==> config.mk <==
export PLATFORM = sky130hd
export DESIGN_NAME = lsab_drain
export DESIGN_NICKNAME = d
export VERILOG_FILES = /design/src/rtl/lsab_pkg.sv /design/src/rtl/lsab_skid.sv /design/src/rtl/lsab_drain.sv
export SDC_FILE = /design/constraint.sdc
export NUM_CORES = 1
export LEC_CHECK = 0
export CORE_MARGIN = 1
export CORE_UTILIZATION = 55
export CTS_CLUSTER_SIZE = 24
export DETAILED_ROUTE_END_ITERATION = 16
export PLACE_DENSITY = 0.79
export SLEW_MARGIN = 40
export SYNTH_ARGS = -nofsm -noshare
export SYNTH_HDL_FRONTEND = slang
export SYNTH_SLANG_ARGS = --single-unit
==> constraint.sdc <==
create_clock -name CLK -period 2.7 [get_ports CLK]
set_clock_uncertainty 0.05 [all_clocks]
set_input_delay 0.81 -clock CLK [delete_from_list [all_inputs] [get_ports CLK]]
set_output_delay 0.81 -clock CLK [all_outputs]
set_load 0.01 [all_outputs]
==> src/rtl/lsab_pkg.sv <==
// ============================================================================
//  Module   : lsab_pkg
//  Purpose  : Shared constants and types for the LSAB upstream buffer and drain.
//  Revision : 1.0 - initial release
// ============================================================================
`default_nettype none

package lsab_pkg;

    localparam logic [1:0] c_ST_IDLE  = 2'd0;
    localparam logic [1:0] c_ST_RUN   = 2'd1;
    localparam logic [1:0] c_ST_FLUSH = 2'd2;
    localparam logic [1:0] c_ST_DRAIN = 2'd3;

    localparam int LSAB_RD_LATENCY     = 2;
    localparam int LSAB_SKID_DEPTH_DEF = 4;
    localparam int LSAB_FIFO_IDX_W     = 2;

    typedef struct packed {
        logic [31:0] data;
        logic        last;
        logic [2:0]  ancill;
    } lsab_entry_t;

    localparam int LSAB_ENTRY_W = $bits(lsab_entry_t);

endpackage

`default_nettype wire

==> src/rtl/lsab_skid.sv <==
// ============================================================================
//  Module   : lsab_skid
//  Purpose  : Synchronous FIFO holding drained words ahead of the consumer.
//  Revision : 1.0 - initial release
// ============================================================================
`default_nettype none

module lsab_skid
    import lsab_pkg::*;
#(
    parameter int  DEPTH   = LSAB_SKID_DEPTH_DEF,
    parameter int  WIDTH   = LSAB_ENTRY_W,
    localparam int c_PTR_W = $clog2(DEPTH),
    localparam int c_OCC_W = $clog2(DEPTH + 1)
) (
    input  logic               clk,
    input  logic               rst,
    input  logic               i_push,
    input  logic [WIDTH-1:0]   i_din,
    input  logic               i_pop,
    output logic [WIDTH-1:0]   o_dout,
    output logic [c_OCC_W-1:0] o_occ,
    output logic               o_empty,
    output logic               o_full
);

    logic [WIDTH-1:0]   r_mem [DEPTH];
    logic [c_PTR_W-1:0] r_wr_ptr;
    logic [c_PTR_W-1:0] r_rd_ptr;
    logic [c_OCC_W-1:0] r_occ;
    logic               w_push_ok;
    logic               w_pop_ok;

    // Pointers wrap explicitly so DEPTH need not be a power of two.
    function automatic logic [c_PTR_W-1:0] f_inc(input logic [c_PTR_W-1:0] p);
        return (p == c_PTR_W'(DEPTH - 1)) ? '0 : p + c_PTR_W'(1);
    endfunction

    assign o_empty   = (r_occ == '0);
    assign o_full    = (r_occ == c_OCC_W'(DEPTH));
    assign o_occ     = r_occ;
    assign o_dout    = r_mem[r_rd_ptr];
    assign w_push_ok = i_push && !o_full;
    assign w_pop_ok  = i_pop && !o_empty;

    always_ff @(posedge clk) begin
        if (rst) begin
            r_wr_ptr <= '0;
            r_rd_ptr <= '0;
            r_occ    <= '0;
        end else begin
            if (w_push_ok) r_wr_ptr <= f_inc(r_wr_ptr);
            if (w_pop_ok)  r_rd_ptr <= f_inc(r_rd_ptr);
            case ({w_push_ok, w_pop_ok})
                2'b10:   r_occ <= r_occ + c_OCC_W'(1);
                2'b01:   r_occ <= r_occ - c_OCC_W'(1);
                default: r_occ <= r_occ;
            endcase
        end
    end

    always_ff @(posedge clk) begin
        if (w_push_ok) r_mem[r_wr_ptr] <= i_din;
    end

endmodule

`default_nettype wire

==> src/rtl/lsab_drain.sv <==
// ============================================================================
//  Module   : lsab_drain
//  Purpose  : Drains one transfer from an LSAB upstream buffer into a credit-
//             controlled output FIFO, ending at packet end or the word cap.
//  Revision : 1.0 - initial release
// ============================================================================
`default_nettype none

module lsab_drain
    import lsab_pkg::*;
#(
    parameter logic [LSAB_FIFO_IDX_W-1:0] FIFO_SEL   = 2'h0,
    parameter int                         SKID_DEPTH = LSAB_SKID_DEPTH_DEF
) (
    input  logic                       CLK,
    input  logic                       RST,
    input  logic                       START,
    input  logic [7:0]                 MAX_LEN,
    input  logic                       STOP,
    input  logic                       INT_IN,
    input  logic [2:0]                 ANCILL_IN,
    input  logic [31:0]                DATA_IN,
    output logic                       READ,
    output logic [LSAB_FIFO_IDX_W-1:0] READ_FIFO,
    output logic [31:0]                DOUT,
    output logic                       DOUT_VALID,
    input  logic                       DOUT_READY,
    output logic                       DOUT_LAST,
    output logic [2:0]                 DOUT_ANCILL,
    output logic                       BUSY,
    output logic                       DONE,
    output logic                       END_BY_INT
);

    localparam int c_L     = LSAB_RD_LATENCY;
    localparam int c_OCC_W = $clog2(SKID_DEPTH + 1);
    localparam int c_CRD_W = c_OCC_W + 1;

    logic [1:0]         r_state;
    logic [8:0]         r_cap;
    logic [8:0]         r_cnt;
    logic [c_L-1:0]     r_if_v;
    logic [c_L-1:0]     r_if_last;
    logic               r_ended;
    logic               r_end_by_int;

    logic [c_OCC_W-1:0] w_occ;
    logic               w_empty;
    logic               w_full;
    lsab_entry_t        w_head;
    lsab_entry_t        w_push_ent;
    logic [c_CRD_W-1:0] w_inflight;
    logic               w_read;
    logic               w_issue_last;
    logic               w_capture;
    logic               w_drop;
    logic               w_pkt_end;
    logic               w_pop;
    logic               w_done;
    logic [c_L-1:0]     w_if_next;

    always_comb begin
        w_inflight = '0;
        for (int i = 0; i < c_L; i++) begin
            w_inflight = w_inflight + c_CRD_W'(r_if_v[i]);
        end
    end

    // Reads in flight reserve a FIFO slot, so back-pressure can never overflow it.
    assign w_read       = (r_state == c_ST_RUN) && !STOP &&
                          ((c_CRD_W'(w_occ) + w_inflight) < c_CRD_W'(SKID_DEPTH));
    assign w_issue_last = w_read && ((r_cnt + 9'd1) == r_cap);
    assign w_if_next    = {r_if_v[c_L-2:0], w_read};

    assign w_capture = r_if_v[c_L-1] && !r_ended;
    assign w_drop    = r_if_v[c_L-1] && r_ended;
    assign w_pkt_end = w_capture && INT_IN;

    always_comb begin
        w_push_ent.data   = DATA_IN;
        w_push_ent.last   = w_pkt_end || r_if_last[c_L-1];
        w_push_ent.ancill = w_pkt_end ? ANCILL_IN : 3'b000;
    end

    lsab_skid #(
        .DEPTH (SKID_DEPTH),
        .WIDTH (LSAB_ENTRY_W)
    ) u_skid (
        .clk     (CLK),
        .rst     (RST),
        .i_push  (w_capture),
        .i_din   (w_push_ent),
        .i_pop   (w_pop),
        .o_dout  (w_head),
        .o_occ   (w_occ),
        .o_empty (w_empty),
        .o_full  (w_full)
    );

    assign w_pop  = !w_empty && DOUT_READY;
    // The last-flagged entry is always the final one, so popping it empties the FIFO.
    assign w_done = (r_state != c_ST_IDLE) && w_pop && w_head.last;

    assign READ        = w_read;
    assign READ_FIFO   = FIFO_SEL;
    assign DOUT_VALID  = !w_empty;
    assign DOUT        = w_empty ? 32'd0 : w_head.data;
    assign DOUT_LAST   = !w_empty && w_head.last;
    assign DOUT_ANCILL = w_empty ? 3'b000 : w_head.ancill;
    assign BUSY        = (r_state != c_ST_IDLE);
    assign DONE        = w_done;
    assign END_BY_INT  = w_done && r_end_by_int;

    always_ff @(posedge CLK) begin
        if (RST) begin
            r_state      <= c_ST_IDLE;
            r_cap        <= '0;
            r_cnt        <= '0;
            r_if_v       <= '0;
            r_if_last    <= '0;
            r_ended      <= 1'b0;
            r_end_by_int <= 1'b0;
        end else begin
            r_if_v    <= w_if_next;
            r_if_last <= {r_if_last[c_L-2:0], w_issue_last};
            if (w_read)    r_cnt        <= r_cnt + 9'd1;
            if (w_pkt_end) r_end_by_int <= 1'b1;
            if (w_capture && w_push_ent.last) r_ended <= 1'b1;

            case (r_state)
                c_ST_IDLE: begin
                    if (START) begin
                        r_state      <= c_ST_RUN;
                        r_cap        <= (MAX_LEN == 8'd0) ? 9'd256 : {1'b0, MAX_LEN};
                        r_cnt        <= '0;
                        r_ended      <= 1'b0;
                        r_end_by_int <= 1'b0;
                    end
                end
                c_ST_RUN: begin
                    if (w_issue_last || w_pkt_end) r_state <= c_ST_FLUSH;
                end
                c_ST_FLUSH: begin
                    if (w_done)                r_state <= c_ST_IDLE;
                    else if (w_if_next == '0)  r_state <= c_ST_DRAIN;
                end
                c_ST_DRAIN: begin
                    if (w_done) r_state <= c_ST_IDLE;
                end
                default: r_state <= c_ST_IDLE;
            endcase
        end
    end

    a_no_word_after_end: assert property (@(posedge CLK) disable iff (RST) !w_drop);
    a_no_overflow:       assert property (@(posedge CLK) disable iff (RST) !(w_capture && w_full));

endmodule

`default_nettype wire
==> out/results.tsv, run 1 <==
stage	metric	value	unit
synth	synth.most_common_cell	edfxtp_1	
critical_path	arrival	1.96	ns
pwr	power_frac_seq	50.7	%
floorplanning	ios	92	
synth	yosysTopAreaCellShare	59.6	%
cells_and_area	design_area	9290	um^2
global_routing	grt_antenna_before_repair	0	
global_routing	global_route.overflow_total	0	
critical_path	crit_required	1.84	ns
critical_path	critPathCapture	DOUT[17]	
synth	synth_edf_count	144	
detailed_routing	first_iter_violations	312	
synth	post_synth_num_cell_types	53	
critical_path	worstRegToRegCells	11	
pwr	p_switching	1.32	mW
status	status	finished, violations left	
placement	dpl_cell_area	8500	um^2
clocking	path_clk_slew	0.07	ns
run	maxCapViolCount	0	
synth	yosys-mux-area-fraction	11.4	%
placement	place_congestion	0.815	
placement	dp_slack	-0.438	ns
pwr	p_leak	3.23	nW
global_routing	grt_start_max_net_pins	39	
clocking	cts_hold_buf	0	
pwr	powerDensity	644	nW/um^2
clocking	cts_root_buf	clkbuf_16	
synth	async_flop_share	0	%
floorplanning	rows	41	
pwr	vdd_drop_max	0.385	mV
critical_path	ff2ff_setup_slack	0.41	ns
floorplanning	fp.coreArea	12700	um^2
clocking	cts_buffers	17	
pwr	pwr-share-clk	37.8	%
synth	synthTopCellsByArea	edfxtp_1 60%, mux4_2 11%, dfxtp_1 9.7%	
detailed_routing	highest_layer	met4	
clocking	htree_num_levels	4	
detailed_routing	routed_wl	13800	um
detailed_routing	wl_per_cell	18.6	um
floorplanning	start_util	57.1	%
critical_path	cp-start-kind	register	
placement	dpl.hpwl	8070	um
clocking	clock_latency	0.43	ns
detailed_routing	wl_met2	7300	um
synth	synth_compound_area_share	3.12	%
timing	finalMaxSlewViolations	0	
cells_and_area	fin_util	73.0	%
pwr	combPwrFrac	11.5	%
timing	hold_viol	0	
detailed_routing	drc	0	
synth	synth_area_per_cell	16.6	um^2
floorplanning	dieArea	13700	um^2
synth	ys.flop_type	edfxtp_1	
synth	synth_simple_gate_area_share	9.58	%
worst_hold_path	hold_class	reg -> reg	
pwr	p_sw_share	22.1	%
synth	ys_seq_elements	179	
critical_path	crit_path_top_delay_cell	mux4_2	
critical_path	critPathMaxStageDelay	0.48	ns
cells_and_area	drive_gt1_share	33.5	%
timing	fin_crit	2.82	ns
cells_and_area	antenna_cells	0	
critical_path	r2r-end	u_skid.o_occ[2]	
synth	netlist_area	7260	um^2
placement	portBuffers	89	
synth	synth_area_leader_cell	edfxtp_1	
critical_path	r2r-start	u_skid.o_occ[0]	
critical_path	crit_chain	buf_12 > buf_12 > buf_16 > mux4_2 > and2_1 > buf_2	
detailed_routing	vias	4075	
synth	synth_top_family_by_area	multiplexers	
synth	ys_warn_count	0	
status	violations	negative setup slack	
timing	fin_ws	-0.116	ns
critical_path	critPathMostFrequentCell	buf_12	
cells_and_area	fin_nets	616	
detailed_routing	drtAntennaViolNets	0	
synth	synth_cells	438	
pwr	p_int	4.66	mW
synth	synthTopCellsByCount	144 x edfxtp_1, 45 x and2_1, 36 x mux4_2	
clocking	cts_sinks	179	
critical_path	cp_max_fo	5	
critical_path	endpoint_kind	output port	
placement	dp_cells	697	
clocking	cts_buffer_depth	2	
global_routing	grt_pass1_wl	21900	um
global_routing	grt_pass1_vias	4311	
synth	synth_xor_area_share	2.52	%
detailed_routing	first_pass_iters	4	
detailed_routing	vias_per_cell	5.48	
cells_and_area	area_delta_synth_final	28.0	%
detailed_routing	wl_met3	596	um
floorplanning	die_w	117	um
detailed_routing	wl_met1	5770	um
synth	synth_fa_ha_area_share	1.65	%
synth	yosysSeqAreaShare	69.2	%
timing	rsz0062_at_grt	true	
timing	setup_violations	23	
timing	fmax	355	MHz
pwr	total_power	5.98	mW
critical_path	path_class	reg -> out	
timing	period_share	104	%
global_routing	grtUsageTotal	22.4	%
floorplanning	die_h	117	um
cells_and_area	final_cells	743	
clocking	cts_tree	yes	
## layout make-up
| cell class | count | area (um^2) |
|---|---|---|
| Clock buffer | 17 | 425 |
| Clock inverter | 15 | 115 |
| Fill cell | 831 | 3430 |
| Inverter | 9 | 33.8 |
| Multi-Input combinational cell | 228 | 2160 |
| Sequential cell | 179 | 5030 |
| Tap cell | 172 | 215 |
| Timing Repair Buffer | 123 | 1320 |
## power by group through the flow
stage	logic (mW)	registers, mW	clock network [mW]
after floorplan	0.296	3.09	0
after global placement	0.579	3.09	0
after detailed placement	0.594	3.09	0
after CTS	0.682	3.03	2.29
after global routing	0.742	3.04	2.40
final	0.688	3.03	2.26
## what timing repair did
| action | in CTS | in global routing |
|---|---|---|
| gates cloned | 4 | 0 |
| setup endpoints to repair | 40 | 38 |
| buffers inserted | 10 | 3 |
| pin swaps | 25 | 3 |
| gates resized for setup | 200 | 26 |
## sequential cells by signal, summed over array words and instances (netlist names), named ones only
register	flops
u_skid.o_occ	3
r_cap	9
u_skid.r_rd_ptr	2
r_ended	1
u_skid.r_mem	144
r_end_by_int	1
r_state	2
r_cnt	9
r_if_v	2
u_skid.r_wr_ptr	2
r_if_last	2
## cell families (layout without fill, tap and decap cells)
| logic type | Yosys count | in the layout |
|---|---|---|
| simple gates | 127 | 127 |
| mux | 38 | 38 |
| compound gates | 32 | 32 |
| xor+xnor | 20 | 20 |
| other cells | 1 | 2 |
| buf+inv | 32 | 164 |
| flops | 179 | 179 |
| fa+ha+maj | 9 | 9 |
## cells in the final DEF, fill, tap and decap left out, types with 5 or more instances in the layout
master	Yosys	routed
and2_4	0	25
buf_12	0	12
ha_1	8	7
edfxtp_1	144	144
a21oi_1	18	18
buf_4	3	15
inv_1	5	5
and2_1	45	16
buf_6	2	28
clkbuf_16	0	17
xor2_1	13	13
buf_2	6	15
xnor2_1	6	6
nor2_1	22	21
nand2_1	27	27
dfxtp_1	35	31
mux4_2	36	36
clkdlybuf4s50_1	0	48
## worst min-delay path by stage
| stage | from | to | cells past startpoint |
|---|---|---|---|
| detailed placement | r_if_last[0] | r_if_last[1] | 1 |
| CTS | r_if_last[0] | r_if_last[1] | 1 |
| global route | r_if_last[0] | r_if_last[1] | 1 |
| floorplan | r_if_last[0] | r_if_last[1] | 1 |
| finish | r_if_last[0] | r_if_last[1] | 1 |
| global placement | r_if_last[0] | r_if_last[1] | 1 |
## worst max-delay path: cells and delay by family (launching register included)
family,cells,cell delay [ns]
buffers and inverters,4,0.49
flip-flops,1,0.40
AND/OR/NAND/NOR,1,0.15
multiplexers,1,0.48
## metrics by stage
stage | setup TNS, ns | hold WS (ns)
3_5_place_dp | -1.32 | 0.385
2_1_floorplan | 0 | 0.364
6_report | -1.46 | 0.412
4_1_cts | -2.66 | 0.416
3_3_place_gp | -1.25 | 0.371
5_1_grt | -3.14 | 0.420
## routing by layer
metal / up-vias / GRT usage, %
li1: 1895 / -
met1: 2052 / 27.0
met2: 114 / 39.9
met3: 14 / 4.99
met4: 0 / 7.85
met5: - / 0
Note: power is estimated with default switching activity, not from simulation.
==> run 2: changes to the inputs <==
GPL_ROUTABILITY_DRIVEN = 0   (was not set)
==> results of run 2 <==
The final DEF is identical to that of run 1; final timing and power are the same.
